===== src/rtl/difftest_pkg.sv =====
// Shared types and width helpers for the difftest commit path.
package difftest_pkg;

  // Default datapath width used by the packed layouts below.
  localparam int DIFFTEST_XLEN = 32;

  // One buffered commit entry. pc sits in the low bits, then inst, then skip.
  // The flat vectors inside the queue use the same ordering for any XLEN.
  typedef struct packed {
    logic                     skip;
    logic [DIFFTEST_XLEN-1:0] inst;
    logic [DIFFTEST_XLEN-1:0] pc;
  } difftest_entry_t;

  // Layout consumed by the downstream Difftest packing logic.
  typedef struct packed {
    logic                     valid;
    logic                     skip;
    logic [7:0]               coreid;
    logic [7:0]               index;
    logic [DIFFTEST_XLEN-1:0] inst;
    logic [63:0]              pc;
  } difftest_info_t;

  // Index width for a power-of-two storage array (never zero).
  function automatic int ptr_width(input int depth);
    return (depth > 1) ? $clog2(depth) : 1;
  endfunction

  // Width able to hold the values 0..n inclusive.
  function automatic int cnt_width(input int n);
    return $clog2(n + 1);
  endfunction

  // Flat entry width: pc + inst + skip.
  function automatic int entry_width(input int xlen);
    return 2 * xlen + 1;
  endfunction

endpackage


===== src/rtl/difftest_lane_compactor.sv =====
// Packs the committing lanes of one retire group into consecutive slots,
// lowest lane first, and reports how many slots were filled.
module difftest_lane_compactor
  import difftest_pkg::*;
#(
  parameter int NUM_IN = 2,
  parameter int XLEN   = 32
) (
  input  logic [NUM_IN*XLEN-1:0]                 lane_pc_i,
  input  logic [NUM_IN*XLEN-1:0]                 lane_inst_i,
  input  logic [NUM_IN-1:0]                      lane_skip_i,
  input  logic [NUM_IN-1:0]                      commit_i,
  output logic [NUM_IN*entry_width(XLEN)-1:0]    entries_o,
  output logic [cnt_width(NUM_IN)-1:0]           push_cnt_o
);

  localparam int EW     = entry_width(XLEN);
  localparam int PUSH_W = cnt_width(NUM_IN);

  // prefix[i] = number of committing lanes below lane i = its output slot.
  logic [PUSH_W-1:0] prefix [NUM_IN];

  // Prefix popcount across the commit mask.
  always_comb begin
    prefix[0] = '0;
    for (int i = 1; i < NUM_IN; i++) begin
      prefix[i] = prefix[i-1] + PUSH_W'(commit_i[i-1]);
    end
  end

  assign push_cnt_o = prefix[NUM_IN-1] + PUSH_W'(commit_i[NUM_IN-1]);

  // Scatter each committing lane into the slot given by its prefix count.
  always_comb begin
    entries_o = '0;
    for (int i = 0; i < NUM_IN; i++) begin
      if (commit_i[i]) begin
        entries_o[int'(prefix[i])*EW +: EW] = {lane_skip_i[i],
                                               lane_inst_i[i*XLEN +: XLEN],
                                               lane_pc_i[i*XLEN +: XLEN]};
      end
    end
  end

endmodule


===== src/rtl/difftest_commit_queue.sv =====
// Commit queue between the retire stage and the Difftest model: compacts
// committing lanes, buffers them in a circular FIFO and drains up to NUM_OUT
// per cycle. Also tracks overflow, retired count and a commit-hang watchdog.
module difftest_commit_queue
  import difftest_pkg::*;
#(
  parameter int NUM_IN      = 2,
  parameter int NUM_OUT     = 2,
  parameter int DEPTH       = 16,
  parameter int XLEN        = 32,
  parameter int HANG_CYCLES = 4096
) (
  input  logic                      clock,
  input  logic                      reset,
  input  logic [NUM_IN*XLEN-1:0]    in_pc,
  input  logic [NUM_IN*XLEN-1:0]    in_inst,
  input  logic [NUM_IN-1:0]         in_commit,
  input  logic [NUM_IN-1:0]         in_skip,
  output logic                      in_ready,
  output logic [NUM_OUT-1:0]        out_valid,
  output logic [NUM_OUT*XLEN-1:0]   out_pc,
  output logic [NUM_OUT*XLEN-1:0]   out_inst,
  output logic [NUM_OUT-1:0]        out_skip,
  input  logic                      out_ready,
  output logic                      overflow,
  output logic                      hang,
  output logic [63:0]               retired_cnt
);

  localparam int EW     = entry_width(XLEN);
  localparam int PTR_W  = ptr_width(DEPTH);
  localparam int CNT_W  = cnt_width(DEPTH);
  localparam int PUSH_W = cnt_width(NUM_IN);
  localparam int IDLE_W = cnt_width(HANG_CYCLES);

  logic [EW-1:0]          mem_q [DEPTH];
  logic [PTR_W-1:0]       rd_ptr_q, rd_ptr_d;
  logic [PTR_W-1:0]       wr_ptr_q, wr_ptr_d;
  logic [CNT_W-1:0]       count_q, count_d;
  logic [63:0]            retired_q, retired_d;
  logic [IDLE_W-1:0]      idle_q, idle_d;
  logic                   overflow_q, overflow_d;
  logic                   hang_q, hang_d;

  logic                   any_commit;
  logic [NUM_IN-1:0]      push_mask;
  logic [NUM_IN*EW-1:0]   push_entries;
  logic [PUSH_W-1:0]      push_cnt;
  logic [CNT_W-1:0]       pop_cnt;

  // Space check uses only the registered count so in_ready never sees out_ready.
  assign in_ready   = (int'(count_q) <= (DEPTH - NUM_IN));
  assign any_commit = |in_commit;
  assign push_mask  = in_commit & {NUM_IN{in_ready}};

  difftest_lane_compactor #(
    .NUM_IN (NUM_IN),
    .XLEN   (XLEN)
  ) u_compactor (
    .lane_pc_i   (in_pc),
    .lane_inst_i (in_inst),
    .lane_skip_i (in_skip),
    .commit_i    (push_mask),
    .entries_o   (push_entries),
    .push_cnt_o  (push_cnt)
  );

  // Number of entries the consumer takes this cycle.
  always_comb begin
    pop_cnt = '0;
    if (out_ready) begin
      pop_cnt = (count_q > CNT_W'(NUM_OUT)) ? CNT_W'(NUM_OUT) : count_q;
    end
  end

  // Next-state for pointers, occupancy, counters and sticky flags.
  always_comb begin
    count_d    = count_q + CNT_W'(push_cnt) - pop_cnt;
    wr_ptr_d   = wr_ptr_q + PTR_W'(push_cnt);
    rd_ptr_d   = rd_ptr_q + PTR_W'(pop_cnt);
    retired_d  = retired_q + 64'(push_cnt);
    overflow_d = overflow_q | (any_commit & ~in_ready);
    idle_d     = idle_q;
    if (any_commit) begin
      idle_d = '0;
    end else if (idle_q != IDLE_W'(HANG_CYCLES)) begin
      idle_d = idle_q + 1'b1;
    end
    hang_d = hang_q | (idle_d == IDLE_W'(HANG_CYCLES));
  end

  // Control state; async reset discards every buffered entry at once.
  always_ff @(posedge clock or negedge reset) begin
    if (!reset) begin
      rd_ptr_q   <= '0;
      wr_ptr_q   <= '0;
      count_q    <= '0;
      retired_q  <= '0;
      idle_q     <= '0;
      overflow_q <= 1'b0;
      hang_q     <= 1'b0;
    end else begin
      rd_ptr_q   <= rd_ptr_d;
      wr_ptr_q   <= wr_ptr_d;
      count_q    <= count_d;
      retired_q  <= retired_d;
      idle_q     <= idle_d;
      overflow_q <= overflow_d;
      hang_q     <= hang_d;
    end
  end

  // Entry storage: write the compacted slots starting at wr_ptr, wrapping.
  always_ff @(posedge clock) begin
    for (int j = 0; j < NUM_IN; j++) begin
      if (j < int'(push_cnt)) begin
        mem_q[wr_ptr_q + PTR_W'(j)] <= push_entries[j*EW +: EW];
      end
    end
  end

  // Output lane k shows the entry k places behind the read pointer.
  for (genvar gi = 0; gi < NUM_OUT; gi++) begin : g_out
    logic [PTR_W-1:0] rd_idx;
    logic [EW-1:0]    ent;
    assign rd_idx        = rd_ptr_q + PTR_W'(gi);
    assign out_valid[gi] = (count_q > CNT_W'(gi));
    assign ent           = out_valid[gi] ? mem_q[rd_idx] : '0;
    assign out_pc[gi*XLEN +: XLEN]   = ent[XLEN-1:0];
    assign out_inst[gi*XLEN +: XLEN] = ent[2*XLEN-1:XLEN];
    assign out_skip[gi]              = ent[2*XLEN];
  end

  assign overflow    = overflow_q;
  assign hang        = hang_q;
  assign retired_cnt = retired_q;

endmodule


===== config.mk =====
export PLATFORM = sky130hd
export DESIGN_NAME = difftest_commit_queue
export DESIGN_NICKNAME = d
export VERILOG_FILES = /design/src/rtl/difftest_pkg.sv /design/src/rtl/difftest_lane_compactor.sv /design/src/rtl/difftest_commit_queue.sv
export SDC_FILE = /design/constraint.sdc
export NUM_CORES = 2
export LEC_CHECK = 0
export BUFFER_PORTS_ARGS = -buffer_cell sky130_fd_sc_hd__buf_2
export CORE_AREA = 2 2 468 238
export DETAILED_ROUTE_END_ITERATION = 6
export DIE_AREA = 0 0 470 240
export PLACE_DENSITY = 0.8
export SLEW_MARGIN = 0
export SYNTH_ARGS = -nofsm -noshare
export SYNTH_HDL_FRONTEND = slang
export SYNTH_SLANG_ARGS = --single-unit

===== constraint.sdc =====
create_clock -name clock -period 22.2 [get_ports clock]
set_input_delay 1.11 -clock clock [delete_from_list [all_inputs] [get_ports clock]]
set_output_delay 1.11 -clock clock [all_outputs]
set_load 0.02 [all_outputs]

# After elaboration in Yosys (flattened, before gate mapping)
# Memories as Yosys holds them, arrays and structs flattened.
# Index checks and enable logic that the tools add are counted.
[totals]
ff_bits = 92
ramBits = 1040
inputBits = 135
out_inout_bits = 199
elab_cells = 48
mem_count = 1
[classes]
addsub = 10
multipliers = 1
magnitude_cmp = 6
n_eq_ne = 2
shifts = 2
muxes = 13
bitwise_logic = 5
n_reduce_logical = 1
[memory_table]
columns = ["memory", "words", "word_bits", "read_ports", "rd_ports_with_merged_regs", "write_ports", "line", "text"]
rows = [
  ["mem_q", 16, 65, 2, 0, 2, "difftest_commit_queue.sv:36", "logic [EW-1:0] mem_q [DEPTH];"],
]
[ops]
columns = ["op", "count"]
rows = [
  ["$mux 65", 3],
  ["$bwmux 130", 1],
  ["$mux 130", 1],
  ["$shift 65x33->130 const A", 1],
  ["$shiftx 65x33->130", 1],
  ["$add 64x2->64", 1],
  ["$neg 8->33", 1],
  ["$mux 13", 2],
  ["$add 13x1->13 const B", 1],
  ["$eq 13x13->1 const B", 1],
  ["$ne 13x13->1 const B", 1],
  ["$gt 5x1->1 const B", 2],
  ["$mux 5", 2],
  ["$add 4x1->4 const B", 2],
  ["$mul 1x7->8 const B", 1],
  ["$add 5x2->5", 1],
  ["$gt 5x2->1 const B", 1],
  ["$le 5x4->1 const B", 1],
  ["$sub 5x5->5", 1],
  ["$add 4x2->4", 1],
  ["$add 4x4->4", 1],
  ["$lt 1x2->1 const A", 2],
  ["$mux 1", 4],
  ["$add 1x1->2", 1],
  ["5 further kinds", 6],
]

# Depth between registers and ports, before layout
[logic_depth]
ltp_word = 7
depth_mapped = 17
depth_no_buf = 14

# Modules after synthesis
# From an unflattened synthesis, not the netlist that was laid out.
[hier_totals]
cells_unflattened = 4070
area_unflattened_um2 = 66591.4
[modules_own_cells]
columns = ["module", "n_inst", "cells_per_inst", "area_per_inst_um2", "seq_area_each_um2"]
rows = [
  ["difftest_commit_queue", 1, 3908, 65415.2, 33532.2],
  ["difftest_lane_compactor", 1, 162, 1176.1, 0.0],
]

# Worst setup path after synthesis
# OpenSTA, ideal clock, no wires.
[synth_path]
kind = "input to register"
startpoint = "in in_commit[0]"
endpoint = "mem mem_q[0][0] (netlist name), enable pin"
setup_time_ps = 584
t_arrival_ps = 6872
t_required_ps = 21616
slack_ps = 14743
cell_stages = 9
path_cell_list = "and2_1 > buf_2 > buf_2 > buf_2 > inv_1 > ha_1 > inv_1 > nand2_1 > o31ai_1"
[synth_rtl]
columns = ["item", "line", "text"]
rows = [
  ["from (decl)", "difftest_commit_queue.sv:17", "input logic [NUM_IN-1:0] in_commit,"],
  ["to (decl)", "difftest_commit_queue.sv:36", ""],
]

# Final worst setup path
[layout_path]
startpoint = "reg rd_ptr_q[0]"
endpoint = "out out_pc[61]"
[layout_between]
elab_chain_len = 3
[layout_lines]
columns = ["item", "line", "text"]
rows = [
  ["from (decl)", "difftest_commit_queue.sv:37", "logic [PTR_W-1:0] rd_ptr_q, rd_ptr_d;"],
  ["from (signal assigned)", "difftest_commit_queue.sv:103", "rd_ptr_q <= rd_ptr_d;"],
  ["$add 4x1->4", "difftest_commit_queue.sv:126", "assign rd_idx = rd_ptr_q + PTR_W'(gi);"],
  ["$mem_v2 16x65", "--", ""],
  ["$mux 65", "difftest_commit_queue.sv:128", "assign ent = out_valid[gi] ? mem_q[rd_idx] : '0;"],
  ["to (decl)", "difftest_commit_queue.sv:21", "output logic [NUM_OUT*XLEN-1:0] out_pc,"],
]
# No other way between the ends.

==> results.py <==
metrics = {
    "outcome": {
        "outcome": "finished, violations left",
        "violations": "design-rule violations",
    },
    "sta": {
        "setup_violations": 0,
        "setup_tns_ns": 0,
        "worst_pin_slew_ns": 1.49,
        "max_freq_mhz": 125,
        "rsz0062_at_grt": "false",
        "skew_ns": 0.0424,
        "finalCritPeriodShare_pct": 35.9,
        "maxSlewViolCount": 0,
        "min_period_ns": 7.97,
        "slew_headroom_pct": 0.772,
        "hold_violations": 0,
    },
    "floorplanning": {
        "initial_core_util_pct": 59.3,
        "die_area_sq_mm": 0.113,
        "die_w_um": 470,
        "num_rows": 86,
        "die_y_um": 240,
        "ioPinCount": 334,
        "core_sq_mm": 0.109,
    },
    "clocking": {
        "clock_latency_ns": 0.76,
        "clkTransAtPathRegs_ns": 0.07,
        "cts-buffers-inserted": 104,
        "clockBufferDepth": 3,
        "postCtsHoldBufs": 0,
        "cts_setup_buffers": 0,
        "htreeDepth": 3,
        "root_buffer": "clkbuf_16",
        "ctsResizeCount": 0,
        "clkSinkCount": 1132,
        "cts_tree": "yes",
    },
    "setup_path": {
        "crit_fanout": 68,
        "crit_arrival_ns": 6.86,
        "required_ns": 21.09,
        "cp_slowest_cell": "buf_4",
        "startpoint_type": "register",
        "path_class": "register to output port",
        "crit_top_cell": "buf_4",
        "cp_slowest_stage_delay_ns": 0.96,
        "end_kind": "output port",
        "path_cells": "buf_4, buf_4, buf_4, buf_4, mux4_2, nor2b_1, a211oi_1, a211oi_1, buf_2",
    },
    "pwr": {
        "p_leak_nw": 27.2,
        "peakVddDrop_mv": 0.172,
        "p_per_area_mw_per_mm2": 145,
    },
    "yosys": {
        "syn_inst": 5313,
        "yosysTopAreaCellShare_pct": 48.3,
        "ys_ff_latch": 1132,
        "ys_dominant_reg_cell": "edfxtp_1",
        "ys_warn_count": 0,
        "mappedNetlistArea_sq_mm": 0.0646,
        "synth_edf_count": 1040,
        "synth_top_area_cell": "edfxtp_1",
        "ys_seq_area_share_pct": 51.9,
        "synth_cell_types": 53,
        "synth.avg_cell_area_sq_um": 12.2,
        "synth.area.top_cells": "edfxtp_1, mux4_2, a21oi_1, nor2_1, dfrtp_1",
        "synthArstFlopShare_pct": 8.13,
    },
    "cells_and_area": {
        "final_nets": 5396,
        "final_util_pct": 64.5,
        "drive_gt1_share_pct": 23.9,
        "area_delta_synth_final_pct": 8.67,
        "n_fill_cell": 7837,
        "mostFrequentLayoutCell": "nor2_1",
        "mostFrequentLayoutCells": "nor2_1, a21oi_1, edfxtp_1",
    },
    "placement": {
        "gp_congestion": 0.906,
        "hpwl_mm": 123,
        "port_buffers": 333,
    },
    "drt": {
        "routedWlPerCell_um": 32.2,
        "first_pass_iters": 7,
        "vias_per_cell": 7.41,
        "ant_nets": 0,
        "via_count": 50343,
        "routed_wirelength_mm": 219,
        "drtIter0Drc": 9848,
        "drc": 1,
    },
    "grt": {
        "grt_usage_pct": 38.6,
        "grt_use_met3_pct": 15.0,
        "grt_antenna_before_repair": 19,
        "grt_pass1_wl_mm": 319,
        "busiest_layer": "met2",
        "grt_overflow": 0,
        "globalRouteMet1Util_pct": 52.7,
        "grt_util_met2_pct": 54.7,
        "grt_pass1_vias": 48177,
        "grt_max_degree": 134,
    },
    "min_path": {
        "hold_class": "input port to async pin",
    },
    "run": {
        "cap_violations": 0,
    },
}
==> worst paths after layout <==
path	from	endpoint	slack (ns)	cells after the start
setup reg to reg	count_q[0]	mem_q[8][16]	16.61	8
max in group asynchronous	reset	rd_ptr_q[3]	20.58	2
hold / removal	reset	retired_cnt[63]	0.24	1
min in group clock	retired_cnt[63]	retired_cnt[63]	0.47	1
hold reg to reg	retired_cnt[63]	retired_cnt[63]	0.47	1
setup / recovery	rd_ptr_q[0]	out_pc[61]	14.23	9
==> routing by layer <==
metal | share of wire (%) | up-vias
met5 | 0.023 | -
met4 | 5.7 | 8
met3 | 19 | 931
met2 | 42 | 5276
met1 | 33 | 24167
li1 | - | 19961
==> critical path: cells and delay by family, from the launching register on <==
family	cells	cell delay (ns)
compound gates	2	0.44
buf+inv	5	3.79
flops	1	0.92
mux	1	0.62
simple gates	1	0.15
==> cells by family (layout without fill, tap and decap cells) <==
family | Yosys count | after routing | share of synthesized area [%]
AND/OR/NAND/NOR | 1489 | 1489 | 9.96
AO/OA/AOI/OAI | 1263 | 1263 | 10.7
other | 2 | 15 | 0.0116
adder cells (fa/ha/maj) | 22 | 22 | 0.449
flip-flops | 1132 | 1132 | 51.9
XOR/XNOR | 87 | 87 | 1.18
buffers and inverters | 666 | 678 | 4.33
multiplexers | 652 | 652 | 21.4
==> synth_stat cells, types with 2 or more instances <==
cell type and count:
and2_1 8, mux2i_1 66, inv_1 23, dfrtp_1 92, a22oi_2 10, nor2b_1 134, nand4_1 36, a22oi_1 56
xnor2_1 51, nand3b_1 2, conb_1 2, buf_1 24, ha_1 20, edfxtp_1 1040, and3_1 71, nor3b_1 2
or4_1 3, a21oi_1 1050, nand2b_1 7, and2_2 2, mux4_2 585, nand3_1 29, and4_1 6, o21ai_0 2
nor3_1 20, o31ai_1 3, nor2_1 1096, a211oi_1 131, clkbuf_1 411, nand2_1 56, a21o_1 4, xor2_1 36
fa_1 2, nor4_1 10, buf_2 205
==> report_power, final <==
| part | switching, mW | total (mW) | internal [mW] |
|---|---|---|---|
| clock | 0.869 | 1.90 | 1.03 |
| sequential | 0.233 | 3.04 | 2.81 |
| combinational | 3.12 | 5.25 | 2.13 |
==> through the flow <==
| step | worst slack (ns) | cells | hold slack, ns | area, sq um | power (mW) |
|---|---|---|---|---|---|
| floorplan | 14.74 | 5314 | 0.502 | 64600 | 6.55 |
| global placement | 15.23 | 6584 | 0.454 | 66700 | 8.03 |
| detailed placement | 15.06 | 6584 | 0.460 | 66700 | 8.17 |
| CTS | 14.28 | 6777 | 0.235 | 70200 | 10.0 |
| global route | 13.77 | 6787 | 0.252 | 70200 | 10.5 |
| finish | 14.23 | 6790 | 0.236 | 70200 | 10.2 |
==> sequential cells by signal, summed over array words and instances, names as in the netlist <==
name,cells
retired_cnt,64
count_q,5
mem_q,1040
wr_ptr_q,4
idle_q,13
hang,1
rd_ptr_q,4
overflow,1
==> final cells by class <==
cell class / instances / area, sq um / area share (%)
Clock inverter: 70 / 708 / 1.01
Sequential cell: 1132 / 33500 / 47.8
Clock buffer: 123 / 2760 / 3.93
Antenna cell: 12 / 30.0 / 0.0428
Timing Repair Buffer: 462 / 2650 / 3.78
Tap cell: 1452 / 1820 / 2.59
Multi-Input combinational cell: 3516 / 28600 / 40.7
Inverter: 23 / 86.3 / 0.123
Power figures use the tool's default switching activity.
